**config.mk**
```make
export PLATFORM = sky130hd
export DESIGN_NAME = alu_seq_ctrl_flat
export DESIGN_NICKNAME = d
export VERILOG_FILES = /design/src/rtl/alu_ctrl_pkg.sv /design/src/rtl/alu_seq_ctrl_if.sv /design/src/rtl/cond_check.sv /design/src/rtl/alu_seq_ctrl.sv /design/src/flat_wrapper.sv
export SDC_FILE = /design/constraint.sdc
export NUM_CORES = 1
export LEC_CHECK = 0
export CAP_MARGIN = 20
export CORE_UTILIZATION = 36
export DETAILED_ROUTE_END_ITERATION = 10
export GPL_ROUTABILITY_DRIVEN = 1
export GPL_TIMING_DRIVEN = 0
export PLACE_DENSITY = 0.76
export SKIP_LAST_GASP = 1
export SYNTH_ARGS = -nofsm -noshare
export SYNTH_HDL_FRONTEND = slang
export SYNTH_SLANG_ARGS = --single-unit
```
**constraint.sdc**
```tcl
create_clock -name clk -period 1.9 [get_ports clk]
set_clock_uncertainty 0.15 [all_clocks]
set_input_delay 0.38 -clock clk [delete_from_list [all_inputs] [get_ports clk]]
set_output_delay 0.38 -clock clk [all_outputs]
set_load 0.01 [all_outputs]
```
**src/rtl/alu_ctrl_pkg.sv**
```systemverilog
// rtl/alu_ctrl_pkg.sv - shared types, opcode/class constants and helpers for the ALU sequencer.
package alu_ctrl_pkg;

  typedef enum logic [1:0] {
    IDLE = 2'd0,
    EXEC = 2'd1,
    WB   = 2'd2
  } state_t;

  typedef enum logic [3:0] {
    COND_EQ = 4'h0, COND_NE = 4'h1, COND_CS = 4'h2, COND_CC = 4'h3,
    COND_MI = 4'h4, COND_PL = 4'h5, COND_VS = 4'h6, COND_VC = 4'h7,
    COND_HI = 4'h8, COND_LS = 4'h9, COND_GE = 4'hA, COND_LT = 4'hB,
    COND_GT = 4'hC, COND_LE = 4'hD, COND_AL = 4'hE, COND_NV = 4'hF
  } cond_t;

  localparam logic [3:0] OP_AND = 4'b0000;
  localparam logic [3:0] OP_XOR = 4'b0001;
  localparam logic [3:0] OP_SUB = 4'b0010;
  localparam logic [3:0] OP_RSB = 4'b0011;
  localparam logic [3:0] OP_ADD = 4'b0100;
  localparam logic [3:0] OP_ADC = 4'b0101;
  localparam logic [3:0] OP_ORR = 4'b1100;
  localparam logic [3:0] OP_BIC = 4'b1110;
  localparam logic [3:0] OP_MVN = 4'b1111;
  localparam logic [3:0] OP_MUL = 4'b0000;

  localparam logic [1:0] CLS_DP  = 2'b00;
  localparam logic [1:0] CLS_MUL = 2'b11;

  function automatic logic is_arith(input logic [3:0] opcode);
    return (opcode == OP_SUB) || (opcode == OP_RSB) ||
           (opcode == OP_ADD) || (opcode == OP_ADC);
  endfunction

endpackage

```
**src/rtl/alu_seq_ctrl_if.sv**
```systemverilog
// rtl/alu_seq_ctrl_if.sv - issue, ALU drive and writeback signals of the sequencer.
interface alu_seq_ctrl_if #(
  parameter int DATA_W = 32
);
  logic              issue_valid;
  logic              issue_ready;
  logic [7:0]        issue_cmd;
  logic [3:0]        issue_cond;
  logic              issue_set_flags;
  logic [3:0]        issue_rd;
  logic [DATA_W-1:0] issue_op1;
  logic [DATA_W-1:0] issue_op2;

  logic [DATA_W-1:0] alu_src1;
  logic [DATA_W-1:0] alu_src2;
  logic [7:0]        alu_ctrl_cmd;
  logic [3:0]        alu_cur_flags;
  logic [DATA_W-1:0] alu_result;
  logic [3:0]        alu_new_flags;

  logic              wb_valid;
  logic              wb_ready;
  logic [3:0]        wb_rd;
  logic [DATA_W-1:0] wb_data;

  modport slave (
    input  issue_valid, issue_cmd, issue_cond, issue_set_flags, issue_rd, issue_op1, issue_op2,
    output issue_ready,
    output alu_src1, alu_src2, alu_ctrl_cmd, alu_cur_flags,
    input  alu_result, alu_new_flags,
    output wb_valid, wb_rd, wb_data,
    input  wb_ready
  );

  modport master (
    output issue_valid, issue_cmd, issue_cond, issue_set_flags, issue_rd, issue_op1, issue_op2,
    input  issue_ready,
    input  alu_src1, alu_src2, alu_ctrl_cmd, alu_cur_flags,
    output alu_result, alu_new_flags,
    input  wb_valid, wb_rd, wb_data,
    output wb_ready
  );
endinterface

```
**src/rtl/cond_check.sv**
```systemverilog
// rtl/cond_check.sv - combinational ARM condition-code evaluation against NZCV.
module cond_check
  import alu_ctrl_pkg::*;
(
  input  logic [3:0] cond_i,
  input  logic [3:0] nzcv_i,
  output logic       pass_o
);
  logic n, z, c, v;

  assign n = nzcv_i[3];
  assign z = nzcv_i[2];
  assign c = nzcv_i[1];
  assign v = nzcv_i[0];

  always_comb begin
    pass_o = 1'b0;
    case (cond_t'(cond_i))
      COND_EQ: pass_o = z;
      COND_NE: pass_o = !z;
      COND_CS: pass_o = c;
      COND_CC: pass_o = !c;
      COND_MI: pass_o = n;
      COND_PL: pass_o = !n;
      COND_VS: pass_o = v;
      COND_VC: pass_o = !v;
      COND_HI: pass_o = c && !z;
      COND_LS: pass_o = !c || z;
      COND_GE: pass_o = (n == v);
      COND_LT: pass_o = (n != v);
      COND_GT: pass_o = !z && (n == v);
      COND_LE: pass_o = z || (n != v);
      COND_AL: pass_o = 1'b1;
      COND_NV: pass_o = 1'b1;
      default: pass_o = 1'b0;
    endcase
  end
endmodule

```
**src/rtl/alu_seq_ctrl.sv**
```systemverilog
// rtl/alu_seq_ctrl.sv - issue/sequencing controller between decode and the ALU, owns NZCV.
// ALU_SEQ_OVF_EN: compute V locally for ADD/ADC/SUB/RSB; otherwise V is always retained.
module alu_seq_ctrl
  import alu_ctrl_pkg::*;
#(
  parameter int DATA_W     = 32,
  parameter int MUL_CYCLES = 4
) (
  input  logic             clk,
  input  logic             rst_n,
  alu_seq_ctrl_if.slave    bus,
  output logic [3:0]       flags,
  output logic             busy
);
  localparam int MSB = DATA_W - 1;
  localparam logic [3:0] MUL_LAST = 4'(MUL_CYCLES - 1);

  state_t            state_q, state_d;
  logic [7:0]        cmd_q, cmd_d;
  logic [DATA_W-1:0] op1_q, op1_d;
  logic [DATA_W-1:0] op2_q, op2_d;
  logic [3:0]        rd_q, rd_d;
  logic              s_q, s_d;
  logic [3:0]        cnt_q, cnt_d;
  logic [3:0]        flags_q, flags_d;
  logic              wb_valid_q, wb_valid_d;
  logic [DATA_W-1:0] wb_data_q, wb_data_d;
  logic [3:0]        wb_rd_q, wb_rd_d;

  logic cond_pass;
  logic c_next, v_next;
  logic unused_alu_v;

  cond_check u_cond (
    .cond_i (bus.issue_cond),
    .nzcv_i (flags_q),
    .pass_o (cond_pass)
  );

  // The ALU's V output is never trusted: either retained or recomputed below.
  assign unused_alu_v = bus.alu_new_flags[0];

  assign c_next = ((cmd_q[7:6] == CLS_DP) && is_arith(cmd_q[4:1])) ? bus.alu_new_flags[1]
                                                                   : flags_q[1];

`ifdef ALU_SEQ_OVF_EN
  logic a_msb, b_msb, ovf_op;
  always_comb begin
    a_msb  = op1_q[MSB];
    b_msb  = op2_q[MSB];
    ovf_op = 1'b0;
    if (cmd_q[7:6] == CLS_DP) begin
      case (cmd_q[4:1])
        OP_ADD, OP_ADC: ovf_op = 1'b1;
        OP_SUB: begin
          b_msb  = ~op2_q[MSB];
          ovf_op = 1'b1;
        end
        OP_RSB: begin
          a_msb  = op2_q[MSB];
          b_msb  = ~op1_q[MSB];
          ovf_op = 1'b1;
        end
        default: ovf_op = 1'b0;
      endcase
    end
    v_next = ovf_op ? ((a_msb == b_msb) && (bus.alu_result[MSB] != a_msb)) : flags_q[0];
  end
`else
  assign v_next = flags_q[0];
`endif

  always_comb begin
    state_d    = state_q;
    cmd_d      = cmd_q;
    op1_d      = op1_q;
    op2_d      = op2_q;
    rd_d       = rd_q;
    s_d        = s_q;
    cnt_d      = cnt_q;
    flags_d    = flags_q;
    wb_valid_d = wb_valid_q;
    wb_data_d  = wb_data_q;
    wb_rd_d    = wb_rd_q;
    case (state_q)
      IDLE: begin
        // A failed condition consumes the slot with no side effects.
        if (bus.issue_valid && cond_pass) begin
          cmd_d   = bus.issue_cmd;
          op1_d   = bus.issue_op1;
          op2_d   = bus.issue_op2;
          rd_d    = bus.issue_rd;
          s_d     = bus.issue_set_flags;
          cnt_d   = (bus.issue_cmd[7:6] == CLS_MUL) ? MUL_LAST : 4'd0;
          state_d = EXEC;
        end
      end
      EXEC: begin
        if (cnt_q != 4'd0) begin
          cnt_d = cnt_q - 4'd1;
        end else begin
          wb_data_d  = bus.alu_result;
          wb_rd_d    = rd_q;
          wb_valid_d = 1'b1;
          state_d    = WB;
          if (s_q) begin
            flags_d = {bus.alu_new_flags[3], bus.alu_new_flags[2], c_next, v_next};
          end
        end
      end
      WB: begin
        if (bus.wb_ready) begin
          wb_valid_d = 1'b0;
          state_d    = IDLE;
        end
      end
      default: state_d = IDLE;
    endcase
  end

  always_ff @(posedge clk) begin
    if (!rst_n) begin
      state_q    <= IDLE;
      cmd_q      <= '0;
      op1_q      <= '0;
      op2_q      <= '0;
      rd_q       <= '0;
      s_q        <= 1'b0;
      cnt_q      <= '0;
      flags_q    <= '0;
      wb_valid_q <= 1'b0;
      wb_data_q  <= '0;
      wb_rd_q    <= '0;
    end else begin
      state_q    <= state_d;
      cmd_q      <= cmd_d;
      op1_q      <= op1_d;
      op2_q      <= op2_d;
      rd_q       <= rd_d;
      s_q        <= s_d;
      cnt_q      <= cnt_d;
      flags_q    <= flags_d;
      wb_valid_q <= wb_valid_d;
      wb_data_q  <= wb_data_d;
      wb_rd_q    <= wb_rd_d;
    end
  end

  assign bus.issue_ready   = (state_q == IDLE);
  assign bus.alu_src1      = op1_q;
  assign bus.alu_src2      = op2_q;
  assign bus.alu_ctrl_cmd  = cmd_q;
  assign bus.alu_cur_flags = flags_q;
  assign bus.wb_valid      = wb_valid_q;
  assign bus.wb_data       = wb_data_q;
  assign bus.wb_rd         = wb_rd_q;
  assign flags             = flags_q;
  assign busy              = (state_q != IDLE);
endmodule

```
**src/flat_wrapper.sv**
```systemverilog
// flat-port wrapper written by rule: the top's interface ports become plain ports
module alu_seq_ctrl_flat import alu_ctrl_pkg::*;
#(
  parameter int DATA_W     = 32,
  parameter int MUL_CYCLES = 4
)
  (clk, rst_n, flags, busy, bus_issue_valid, bus_issue_cmd, bus_issue_cond, bus_issue_set_flags, bus_issue_rd, bus_issue_op1, bus_issue_op2, bus_issue_ready, bus_alu_src1, bus_alu_src2, bus_alu_ctrl_cmd, bus_alu_cur_flags, bus_alu_result, bus_alu_new_flags, bus_wb_valid, bus_wb_rd, bus_wb_data, bus_wb_ready);
  alu_seq_ctrl_if #(.DATA_W(DATA_W)) bus_i ();
  input  logic clk;
  input  logic rst_n;
  output logic [3:0] flags;
  output logic busy;
  input wire logic [$bits(bus_i.issue_valid)-1:0] bus_issue_valid;
  input wire logic [$bits(bus_i.issue_cmd)-1:0] bus_issue_cmd;
  input wire logic [$bits(bus_i.issue_cond)-1:0] bus_issue_cond;
  input wire logic [$bits(bus_i.issue_set_flags)-1:0] bus_issue_set_flags;
  input wire logic [$bits(bus_i.issue_rd)-1:0] bus_issue_rd;
  input wire logic [$bits(bus_i.issue_op1)-1:0] bus_issue_op1;
  input wire logic [$bits(bus_i.issue_op2)-1:0] bus_issue_op2;
  output wire logic [$bits(bus_i.issue_ready)-1:0] bus_issue_ready;
  output wire logic [$bits(bus_i.alu_src1)-1:0] bus_alu_src1;
  output wire logic [$bits(bus_i.alu_src2)-1:0] bus_alu_src2;
  output wire logic [$bits(bus_i.alu_ctrl_cmd)-1:0] bus_alu_ctrl_cmd;
  output wire logic [$bits(bus_i.alu_cur_flags)-1:0] bus_alu_cur_flags;
  input wire logic [$bits(bus_i.alu_result)-1:0] bus_alu_result;
  input wire logic [$bits(bus_i.alu_new_flags)-1:0] bus_alu_new_flags;
  output wire logic [$bits(bus_i.wb_valid)-1:0] bus_wb_valid;
  output wire logic [$bits(bus_i.wb_rd)-1:0] bus_wb_rd;
  output wire logic [$bits(bus_i.wb_data)-1:0] bus_wb_data;
  input wire logic [$bits(bus_i.wb_ready)-1:0] bus_wb_ready;
  assign bus_i.issue_valid = bus_issue_valid;
  assign bus_i.issue_cmd = bus_issue_cmd;
  assign bus_i.issue_cond = bus_issue_cond;
  assign bus_i.issue_set_flags = bus_issue_set_flags;
  assign bus_i.issue_rd = bus_issue_rd;
  assign bus_i.issue_op1 = bus_issue_op1;
  assign bus_i.issue_op2 = bus_issue_op2;
  assign bus_issue_ready = bus_i.issue_ready;
  assign bus_alu_src1 = bus_i.alu_src1;
  assign bus_alu_src2 = bus_i.alu_src2;
  assign bus_alu_ctrl_cmd = bus_i.alu_ctrl_cmd;
  assign bus_alu_cur_flags = bus_i.alu_cur_flags;
  assign bus_i.alu_result = bus_alu_result;
  assign bus_i.alu_new_flags = bus_alu_new_flags;
  assign bus_wb_valid = bus_i.wb_valid;
  assign bus_wb_rd = bus_i.wb_rd;
  assign bus_wb_data = bus_i.wb_data;
  assign bus_i.wb_ready = bus_wb_ready;
  alu_seq_ctrl #(.DATA_W(DATA_W), .MUL_CYCLES(MUL_CYCLES)) u_core (.clk(clk), .rst_n(rst_n), .bus(bus_i), .flags(flags), .busy(busy));
endmodule
```
== Word-level counts from Yosys, hierarchy flattened ==
Cells that the tools add are included.
Word-level totals
  output and inout port bits: 119
  bits in registers: 123
  input port bits: 121
  ROM bits: 0
  latch bits: 0
  logic and storage cells: 81
  memories: 0
  memory bits (writable): 0
Operators by class
  reductions and logical operators: 28
  mux-type cells: 12
  add/subtract/negate cells: 1
  $mul: 0
  bitwise gates (word level): 2
  $lt $le $gt $ge: 0
  shifts and indexed selects: 0
  div/mod/pow operators: 0
  equality and inequality tests: 26
Operators with widths (number)
  $eq 4x4->1 const B: 8
  $eq 4x3->1 const B: 6
  $eq 4x2->1 const B: 4
  $pmux 1 s13: 1
  $reduce_and 3->1: 4
  $mux 2: 4
  $mux 4: 2
  $pmux 4 s2: 1
  $pmux 2 s3: 1
  $reduce_bool 2->1: 3
  $logic_or 1x1->1: 5
  $eq 2x2->1 const B: 2
  $eq 4x1->1 const B: 1
  $logic_and 1x1->1: 4
  $logic_not 2->1: 2
  $logic_not 4->1: 1
  $ne 2x1->1 const B: 2
  $ne 2x2->1 const B: 2
  $reduce_and 2->1: 2
  $reduce_and 4->1: 1
  $reduce_bool 4->1: 1
  $sub 4x1->4 const B: 1
  $logic_not 1->1: 3
  $reduce_or 3->1: 1
  5 further kinds: 7

== Logic depth before layout (Yosys ltp) ==
  word-level depth: 6
  gate-level depth with buffers: 10
  mapped depth without buffers: 7

== Modules after synthesis ==
Synthesis repeated with hierarchy kept, for this count alone.
Unflattened totals
  cells, all modules: 595
  area total of the unflattened synthesis: 4770.8 sq um
Modules (own cells, without submodules)
  alu_seq_ctrl: seq. area each 2462.4 sq um, times used 1, area each 4569.4 sq um, cells an instance 566
  cond_check: seq. area each 0.0 sq um, times used 1, area each 201.4 sq um, cells an instance 29

== Worst setup path after synthesis ==
Ideal clock, no wire load.
  kind: input-to-reg
  start: input port bus_issue_cond[0]
  end: register u_core.cnt_q[1]
  data required time: 1.632 ns
  stages: 9
  setup time: 0.118 ns
  slack: -0.114 ns
  arrival: 1.746 ns
  path buffers: 3
  path through: clkbuf_2 > a21oi_1 > or2_2 > a31oi_1 > a21o_1 > buf_6 > buf_6 > a21oi_2 > o2111a_1
Between the ends
  longest elaborated chain between the ends: 6
  elaborated cells on any way between the ends: 22
  classes of those cells: eq/ne: 16; mux: 1; reduce/logical: 5
RTL lines
  start: declaration: RTL line flat_wrapper.sv:15  | input wire logic [$bits(bus_i.issue_cond)-1:0] bus_issue_cond;
  $eq 4x4->1 or $eq 4x3->1 (tied branches): RTL line cond_check.sv:18  | case (cond_t'(cond_i))
  $reduce_or 3->1 (no source line) or $reduce_or 2->1 (tied branches)
  $pmux 1 s13 *: RTL line cond_check.sv:18
  $logic_and 1x1->1 *: RTL line alu_seq_ctrl.sv:88  | if (bus.issue_valid && cond_pass) begin
  $ne 2x1->1 (no source line) *
  $reduce_and 3->1 (no source line) *
  end signal: assignment: RTL line alu_seq_ctrl.sv:141  | cnt_q <= cnt_d;
  end: declaration: RTL line alu_seq_ctrl.sv:24  | logic [3:0] cnt_q, cnt_d;
Mark *: on every way between the ends. The rest lies on a longest branch, timed or not.
A chain may end at the register's enable or synchronous reset.

== Final worst setup path ==
  start: register u_core.flags_q[3], in the netlist u_core.bus.alu_cur_flags[3]
  end: register u_core.cnt_q[1]
Between the ends
  longest elaborated chain between the ends: 6
  elaborated cells on any way between the ends: 8
  classes of those cells: eq/ne: 1; mux: 1; bitwise: 1; reduce/logical: 5
RTL lines
  start: declaration: RTL line alu_seq_ctrl.sv:25  | logic [3:0] flags_q, flags_d;
  start signal: assignment: RTL line alu_seq_ctrl.sv:142  | flags_q <= flags_d;
  $not 1->1
  $logic_and 1x1->1: RTL line cond_check.sv:31  | COND_GT: pass_o = !z && (n == v);
  $pmux 1 s13 *: RTL line cond_check.sv:18
  $logic_and 1x1->1 *: RTL line alu_seq_ctrl.sv:88
  $ne 2x1->1 (no source line) *
  $reduce_and 3->1 (no source line) *
Marks and branches as above.

==> flow_metrics.env <==
export IMPL_place_area_mm2=0.00738
export IMPL_max_freq_ghz=0.515
export IMPL_die_w_um=117
export IMPL_hpwl_mm=10.9
export IMPL_cts_root_buf="clkbuf_16"
export IMPL_async_reset_ff_share_pct=0
export IMPL_clock_sinks=123
export IMPL_worst_setup_path_type="reg2reg"
export IMPL_synth_largest_area_cell="dfxtp_1"
export IMPL_violations="negative setup slack"
export IMPL_post_route_period_util_pct=102
export IMPL_cts_clk_slew_worst_paths_ns=0.05
export IMPL_cts_tree="done"
export IMPL_fp_row_count=41
export IMPL_p_leak_nw=3.20
export IMPL_first_pass_iters=4
export IMPL_grt_max_degree=20
export IMPL_clockBufferDepth=2
export IMPL_drive_gt1_share_pct=10.3
export IMPL_grt_pass1_vias=4573
export IMPL_yosys_top_cells_area="dfxtp_1 52%, nand2_1 13%, nand3_1 8.5%"
export IMPL_setup_slack_ns=-0.0407
export IMPL_start_util_pct=37.3
export IMPL_grt_usage_pct=21.8
export IMPL_drv_slew=0
export IMPL_synth_top_area_share_pct=51.7
export IMPL_antenna_found_initial=0
export IMPL_routed_wl_mm=15.2
export IMPL_insertion_delay_ns=0.41
export IMPL_synth_common_cells="160 x nand2_1, 123 x dfxtp_1, 81 x nand3_1, 70 x o21ai_0, 39 x a21boi_0"
export IMPL_num_io_pins=240
export IMPL_viasPerCell=4.79
export IMPL_vias=4969
export IMPL_seq_area_frac_synth_pct=51.7
export IMPL_drt_iter0_markers=276
export IMPL_yosys_register_bits=123
export IMPL_die_y_um=117
export IMPL_yosysUniqueCellTypes=39
export IMPL_layout_min_cycle_time_ns=1.94
export IMPL_final_util_pct=64.9
export IMPL_gr_total_overflow=0
export IMPL_fin_cells=1038
export IMPL_synth_edff_count=0
export IMPL_fin_nets=976
export IMPL_peakVddDrop_v=0.000597
export IMPL_status="finished, violations left"
export IMPL_hold_violations=0
export IMPL_drc_errors=0
export IMPL_syn_to_final_growth_pct=73.8
export IMPL_core_area_mm2=0.0128
export IMPL_synth_ff_type="dfxtp_1"
export IMPL_ctsHtreeMaxLevel=4
export IMPL_drv_cap=0
export IMPL_wl_per_cell_um=14.7
export IMPL_fin_area_mm2=0.00828
export IMPL_setup_viol=15
export IMPL_cp_required_ns=2.05
export IMPL_crit_path_end_kind="register"
export IMPL_rsz0062_at_grt="yes"
export IMPL_holdWs_ns=0.304
export IMPL_fin_setup_tns_ns=-0.328
export IMPL_slew_headroom_pct=59.7
export IMPL_syn_cell_area_mm2=0.00477
export IMPL_die_area_mm2=0.0137
export IMPL_synth_avg_cell_area_um2=8.09
export IMPL_worstHoldPathType="reg2reg"
export IMPL_crit_path_start_kind="register"
export IMPL_ys_warnings_count=0
export IMPL_num_antenna_cells=0
export IMPL_numCtsBuffers=17
export IMPL_portBuffers=235
export IMPL_cp_max_fo=6
export IMPL_grt_pass1_wl_mm=22.6
export IMPL_place_inst=997
export IMPL_final_antenna_net_count=0
export IMPL_yosysMostFrequentCell="nand2_1"
export IMPL_p_per_area_mw_per_mm2=896
export IMPL_tightest_slew_ns=0.605
export IMPL_gp_congestion=0.771
export IMPL_worstPathArrival_ns=2.09
export IMPL_synth_cells=589
-- area by class of cell --
class | count | area (um^2)
Tap cell | 172 | 215
Buffer | 51 | 368
Multi-Input combinational cell | 411 | 2110
Fill cell | 1063 | 4490
Timing Repair Buffer | 245 | 2520
Clock buffer | 26 | 509
Clock inverter | 6 | 60.1
Sequential cell | 123 | 2480
Inverter | 4 | 15.0
-- cells by family after synthesis --
family / synth area share, %
AO/OA/AOI/OAI: 16.3
buffers and inverters: 5.49
XOR/XNOR: 0.551
flip-flops: 51.7
other: 0.0787
AND/OR/NAND/NOR: 24.8
adder cells (fa/ha/maj): 0.525
multiplexers: 0.630
-- final timing paths --
kind,start,end,slack [ns],depth (start not counted)
hold / removal,u_core.bus.alu_src1[3],u_core.bus.alu_src1[3],0.30,2
setup reg to reg,u_core.bus.alu_cur_flags[3],u_core.cnt_q[1],-0.04,8
hold reg to reg,u_core.bus.alu_src1[3],u_core.bus.alu_src1[3],0.30,2
setup / recovery,u_core.bus.alu_cur_flags[3],u_core.cnt_q[1],-0.04,8
-- per-stage QoR --
stage               setup WS (ns)  total power [mW]
global route               -0.147              7.74
finish                    -0.0407              7.42
CTS                        -0.109              7.38
detailed placement          -1.05              4.24
floorplan                 -0.0209              3.47
global placement            -1.05              4.23
-- repair_timing --
| action | 4_1_cts | 5_1_grt |
|---|---|---|
| buffers inserted | 4 | 1 |
| pin swaps | 3 | 3 |
| setup endpoints to repair | 126 | 124 |
| cloned | 1 | 4 |
| gates resized for setup | 57 | 48 |
| hold buffers | 0 | 0 |
-- cell usage in the layout (no fill, tap or decap), types with 4 or more instances in the layout --
cell type          n
clkdlybuf4s50_1  220
nand2_1          159
dfxtp_1          118
nand3_1           78
o21ai_0           57
a21boi_0          39
o21ai_1           25
clkbuf_16         22
clkbuf_1          22
buf_4             14
clkbuf_8           7
clkbuf_4           7
clkbuf_2           6
dlymetal6s2s_1     6
dlygate4sd2_1      6
nor2_1             5
dfxtp_4            5
inv_1              4
buf_8              4
and2_1             4
-- worst max-delay path, cell delays in order (launching register included) --
cell and delay, ns:
dfxtp_4 0.36, and3_4 0.15, o31a_1 0.23, o21ai_1 0.15, a21o_4 0.22, buf_8 0.16, buf_12 0.13, a21oi_4 0.05
o2111a_1 0.22
-- metal layers --
| metal | vias to the layer above | wire, um | GRT usage [%] |
|---|---|---|---|
| li1 | 2517 | - | - |
| met1 | 2253 | 6220 | 24.2 |
| met2 | 175 | 7290 | 36.6 |
| met3 | 24 | 1430 | 9.37 |
| met4 | 0 | 302 | 8.86 |
| met5 | - | 0 | 0 |
-- power breakdown --
| group | switching, mW | total [mW] | internal [mW] |
|---|---|---|---|
| sequential | 0.110 | 2.88 | 2.77 |
| combinational | 0.651 | 1.46 | 0.810 |
| clock | 1.12 | 3.08 | 1.97 |
-- flip-flops by register name, indices dropped and copies added, names as in the netlist --
register / flops
u_core.rd_q: 4
u_core.bus.alu_src1: 32
u_core.bus.wb_data: 32
u_core.bus.alu_ctrl_cmd: 8
u_core.bus.alu_cur_flags: 3
u_core.bus.alu_src2: 32
u_core.bus.wb_rd: 4
u_core.state_q: 2
u_core.bus.wb_valid: 1
u_core.cnt_q: 4
u_core.s_q: 1
Note: power is estimated with default switching activity, not from simulation.
